**src/rtl/mux_sel_pipe.sv**
```systemverilog
// Registered 2^SEL_W:1 channel selector with optional inversion, force-high blank,
// valid/ready handshake and auto-scan counter. Optional out_par port: MUX_SEL_PIPE_PARITY_EN.
module mux_sel_pipe #(
  parameter int SEL_W  = 4,
  parameter int DATA_W = 1,
  parameter int INVERT = 1
) (
  input  logic                             clk,
  input  logic                             rst_n,
  input  logic [(1<<SEL_W)*DATA_W-1:0]     in_data,
  input  logic [SEL_W-1:0]                 in_sel,
  input  logic                             in_blank,
  input  logic                             in_valid,
  output logic                             in_ready,
  input  logic                             scan_mode,
  input  logic                             scan_clr,
  output logic [DATA_W-1:0]                out_data,
  output logic [SEL_W-1:0]                 out_ch,
  output logic                             out_last,
  output logic                             out_valid,
  input  logic                             out_ready
`ifdef MUX_SEL_PIPE_PARITY_EN
  ,
  output logic                             out_par
`endif
);

  localparam int unsigned N = 1 << SEL_W;

  logic [DATA_W-1:0] chan [N];
  logic [SEL_W-1:0]  ch;
  logic [DATA_W-1:0] word;
  logic              accept;

  logic [DATA_W-1:0] data_q, data_d;
  logic [SEL_W-1:0]  ch_q, ch_d;
  logic              last_q, last_d;
  logic              valid_q, valid_d;
  logic [SEL_W-1:0]  cnt_q, cnt_d;

  always_comb begin
    for (int unsigned i = 0; i < N; i++) begin
      chan[i] = in_data[i*DATA_W +: DATA_W];
    end
  end

  assign in_ready = ~valid_q | out_ready;
  assign accept   = in_valid & in_ready;
  assign ch       = scan_mode ? cnt_q : in_sel;

  always_comb begin
    word = '1;
    if (!in_blank) begin
      word = (INVERT != 0) ? ~chan[ch] : chan[ch];
    end
  end

  always_comb begin
    data_d  = data_q;
    ch_d    = ch_q;
    last_d  = last_q;
    valid_d = valid_q;
    if (accept) begin
      data_d  = word;
      ch_d    = ch;
      last_d  = scan_mode & (ch == '1);
      valid_d = 1'b1;
    end else if (out_ready) begin
      valid_d = 1'b0;
    end
  end

  // Clear takes priority; the accept in the same cycle already consumed the old count.
  always_comb begin
    cnt_d = cnt_q;
    if (scan_clr) begin
      cnt_d = '0;
    end else if (accept && scan_mode) begin
      cnt_d = cnt_q + 1'b1;
    end
  end

  always_ff @(posedge clk or negedge rst_n) begin
    if (!rst_n) begin
      data_q  <= '0;
      ch_q    <= '0;
      last_q  <= 1'b0;
      valid_q <= 1'b0;
      cnt_q   <= '0;
    end else begin
      data_q  <= data_d;
      ch_q    <= ch_d;
      last_q  <= last_d;
      valid_q <= valid_d;
      cnt_q   <= cnt_d;
    end
  end

  assign out_data  = data_q;
  assign out_ch    = ch_q;
  assign out_last  = last_q;
  assign out_valid = valid_q;

`ifdef MUX_SEL_PIPE_PARITY_EN
  logic par_q;

  always_ff @(posedge clk or negedge rst_n) begin
    if (!rst_n) begin
      par_q <= 1'b0;
    end else if (accept) begin
      par_q <= ^word;
    end
  end

  assign out_par = par_q;
`endif

endmodule

```
**config.mk**
```make
export PLATFORM = sky130hd
export DESIGN_NAME = mux_sel_pipe
export DESIGN_NICKNAME = d
export VERILOG_FILES = /design/src/rtl/mux_sel_pipe.sv
export SDC_FILE = /design/constraint.sdc
export NUM_CORES = 1
export LEC_CHECK = 0
export BUFFER_PORTS_ARGS = -buffer_cell sky130_fd_sc_hd__buf_2
export CELL_PAD_IN_SITES_DETAIL_PLACEMENT = 1
export CELL_PAD_IN_SITES_GLOBAL_PLACEMENT = 1
export CORE_MARGIN = 10
export CORE_UTILIZATION = 34
export CTS_BUF_LIST = sky130_fd_sc_hd__clkbuf_4
export CTS_CLUSTER_DIAMETER = 60
export CTS_CLUSTER_SIZE = 30
export DETAILED_ROUTE_END_ITERATION = 6
export PLACE_DENSITY_LB_ADDON = 0.1
export REMOVE_ABC_BUFFERS = 1
export SLEW_MARGIN = 30
export SYNTH_ARGS = -nofsm -noshare
export SYNTH_HDL_FRONTEND = slang
export SYNTH_SLANG_ARGS = --single-unit
export TNS_END_PERCENT = 1
```
**constraint.sdc**
```tcl
create_clock -name clk -period 2.15 [get_ports clk]
set_clock_uncertainty 0.1 [all_clocks]
set_input_delay 0.1075 -clock clk [delete_from_list [all_inputs] [get_ports clk]]
set_output_delay 0.1075 -clock clk [all_outputs]
set_load 0.02 [all_outputs]
```
-- After elaboration in Yosys (flattened, before gate mapping)
Index checks and enable logic that the tools add are counted.
- add/subtract/negate cells: 1
- multiplexer cells: 9
- bitwise logic cells: 6
- reduce and logical (&&, ||, !) cells: 3
- order comparisons: 1
- equal/unequal tests: 1
- operators with widths (cell ; number):
    $mux 4 ; 3
    $ge 5x5->1 const B ; 1
    $mux 1 ; 5
    $not 4->5 ; 1
    $add 4x1->4 const B ; 1
    $bmux 1 s4 ; 1
    $eq 4x4->1 const B ; 1
    $reduce_bool 2->1 ; 2
    $and 1x1->1 ; 2
    $not 1->1 ; 2
    $logic_and 1x1->1 ; 1
    $or 1x1->1 ; 1
- word-level logic and storage cells: 26
- bits in registers: 11

-- Longest topological paths before layout
- depth after elaboration: 7
- gate-level depth with buffers: 7
- mapped depth without buffers: 5

-- Worst setup path before layout
Ideal clock, no wire load.
- kind: register -> register
- start: register cnt_q[0]
- end: register data_q, in the netlist out_data
- clock period less this slack: 1.786 ns
- library setup time: 0.082 ns
- data arrival time: 1.604 ns
- stages on the path, launching flop included: 6
- slack: 0.364 ns
- path buffers: 1
- cells stage by stage: dfrtp_1 -> buf_2 -> mux2i_4 -> mux4_2 -> o21a_1 -> a31oi_1
- longest elaborated chain between the ends: 7
- ends and longest elaborated chain (item ; line ; RTL):
    from (decl) ; 39 ; logic [SEL_W-1:0] cnt_q, cnt_d;
    from (signal assigned) ; 95 ; cnt_q <= cnt_d;
    $mux 4 ; 49 ; assign ch = scan_mode ? cnt_q : in_sel;
    $not 4->5 ; - ;
    $bmux 1 s4 ; - ;
    $mux 1 (implied by the code) (2 in a row) ; 54 ; word = (INVERT != 0) ? ~chan[ch] : chan[ch];
    $not 1->1 ; 54 ;
    $mux 1 ; 53 ; if (!in_blank) begin
    to (signal assigned) ; 91 ; data_q <= data_d;
    to (decl) ; 35 ; logic [DATA_W-1:0] data_q, data_d;
Every way passes these cells. The select of a mux whose other input is x is not followed.
A chain may end at the register's enable or synchronous reset.

-- Worst setup path after layout
Ends and elaborated chain as after synthesis.

==> metrics.txt <==
status finished, final reports clean; total chip power 0.546 mW; number of global-route vias before repair 850; peak supply drop 0.292 mV; Post-Layout Cell Count 161; simple-gate area share of the yosys netlist 0.243; FF-to-FF path depth 4; top-count cell post-synth nand2_1; Synth Cell Area 807 um^2; clock buffer depth 2; top cells by count, synth 14 x nand2_1, 11 x dfrtp_1, 8 x nor2_1, 6 x inv_1, 6 x nand2b_1; First DRT Iteration DRCs 15; routed len/inst 14.7 um; max-slew violations 0; Post-Place Cells 154; P_leak 0.512 nW; Post-synth top flop dfrtp_1; DIE AREA 4720 um^2; first-pass GRT wire length 3700 um; Final HPWL DP 2000 um; CORE AREA 2230 um^2; RSZ-0062 raised after global routing no; Filler cells 282; Clock Sink Count 11; worst path arrival time 1.93 ns; PortBufs 34; Synth Area in XOR/XNOR 0.0217; H-tree depth 1; EDFF count, synth 0; min-delay worst type in -> reg; TritonCTS clock tree yes; FMAX 541 MHz; critical path class reg -> reg; share of cells above drive strength 1 0.316; post-synthesis mux area share 0.0806; DR vias 822; Max Cap Viol 0; worst-path fanout max 9; Seq/Total Area, Yosys 0.341; Post-CTS Setup Bufs 0; largest area contributor in the netlist dfrtp_1; Hold Path Sink out_data; asr flop ratio synth 1.00; largest family of logic cells by synthesized area simple AND/OR/NAND/NOR gates; HP Start in_data[2]; gpl congestion 0.851; CTS buffer count 3; Power Density 516 nW/um^2; Worst setup SP type flip-flop; Total Wirelength 2370 um; initial antenna violation count 0; drt first pass iters 4; Adder-Cell Fraction of Synth Area 0.0155; nets 162; hold buffer count at CTS 3; hold path cells 4; setup tns final 0 ns; crit share post-route 0.860; # setup viols final 0; FF-to-FF Start cnt_q[0]; # resized after CTS 0; Overflow after GRT 0; synth unique cells 38; dominant cells by area after synthesis dfrtp_1 34%, nand2_1 6.5%, nand2b_1 4.7%; Slew headroom 0.693; ant diodes 0; average size of a mapped cell 8.49 um^2; Synth Area in Compound Gates 0.234; largest net degree at the start of global routing 18; residual DRC count 0; Top-Level Pins 35; endpoints failing hold 0; minimum clock period 1.85 ns; die width 68.7 um; clk slew on worst S/H paths 0.07 ns; starting density of the core 0.361; total global-route track usage 0.102; worst-margin pin slew 0.454 ns; Critical Path End Type flip-flop; CP Data Required Time 2.24 ns; drt via density 5.11; #FFs+latches synth 11; Die Y 68.7 um; worst r2r dst out_data; r2r setup slk 0.30 ns; yosys warns 0; Finished Core Util 0.474; Yosys top cell area share 0.341; Synth Instances 95; Syn-to-layout area delta 31.2%; Final Hold Slack 0.0897 ns; row cnt 17; Root Buffer clkbuf_4; Antenna Violating Nets Remaining 0; Clock Latency Late Sink 0.26 ns
-- layer usage --
| layer | vias up | track usage | wire, um |
|---|---|---|---|
| li1 | 418 | - | - |
| met1 | 380 | 0.124 | 1020 |
| met2 | 22 | 0.169 | 1190 |
| met3 | 2 | 0.0258 | 128 |
| met4 | 0 | 0.0369 | 27 |
| met5 | - | 0 | 0 |
-- worst max-delay path by stage --
stage,depth (start not counted),from,endpoint
final,4,cnt_q[0],out_data
after global routing,4,cnt_q[0],out_data
after CTS,4,cnt_q[0],out_data
after detailed placement,4,cnt_q[0],out_data
after global placement,4,cnt_q[0],out_data
after floorplan,4,cnt_q[0],out_data
-- cells in the final DEF, fill, tap and decap left out, types with 3 or more instances in the layout --
| cell | netlist | final |
|---|---|---|
| o21ai_0 | 5 | 5 |
| dlygate4sd3_1 | 0 | 3 |
| nand2b_1 | 6 | 6 |
| dfrtp_1 | 11 | 11 |
| a31oi_1 | 3 | 3 |
| nor2b_1 | 3 | 3 |
| inv_1 | 6 | 6 |
| buf_2 | 2 | 34 |
| nand2_1 | 14 | 14 |
| nor2_1 | 8 | 8 |
| clkbuf_4 | 0 | 4 |
-- report_power, final --
| group | leakage (nW) | switching [mW] | internal, mW | total (mW) |
|---|---|---|---|---|
| Clock | 0.0184 | 0.0685 | 0.0843 | 0.153 |
| Combinational | 0.352 | 0.0875 | 0.0727 | 0.160 |
| Sequential | 0.141 | 0.0109 | 0.222 | 0.233 |
| Total | 0.512 | 0.167 | 0.379 | 0.546 |
-- area by class of cell --
| type | instances | area (um^2) | share of cell area |
|---|---|---|---|
| Clock buffer | 4 | 30.0 | 0.0284 |
| Sequential cell | 11 | 275 | 0.260 |
| Multi-Input combinational cell | 73 | 480 | 0.454 |
| Tap cell | 28 | 35.0 | 0.0331 |
| Inverter | 6 | 22.5 | 0.0213 |
| Timing Repair Buffer | 39 | 215 | 0.203 |
-- through the flow --
stage	area (um^2)	worst slack (ns)
2_1_floorplan	778	0.398
5_1_grt	1060	0.191
3_3_place_gp	998	0.344
6_report	1060	0.301
3_5_place_dp	998	0.307
4_1_cts	1060	0.281
-- critical path, stage by stage (launching register included) --
cell and delay (ns):
dfrtp_1 0.47, mux2i_4 0.32, mux4_2 0.54, o21a_1 0.19, a31oi_1 0.15
-- kinds of logic (layout without fill, tap and decap cells) --
logic type               count (synthesis)  after routing
AND/OR/NAND/NOR                         40             40
flip-flops                              11             11
multiplexers                             4              4
buffers and inverters                   11             49
XOR/XNOR                                 2              2
adder cells (fa/ha/maj)                  1              1
AO/OA/AOI/OAI                           26             26
-- state kept, by name (all words and copies together), names as in the netlist --
signal and count:
cnt_q 4, out_ch 4, out_data 1, out_last 1
out_valid 1
Note: power is estimated with default switching activity, not from simulation.
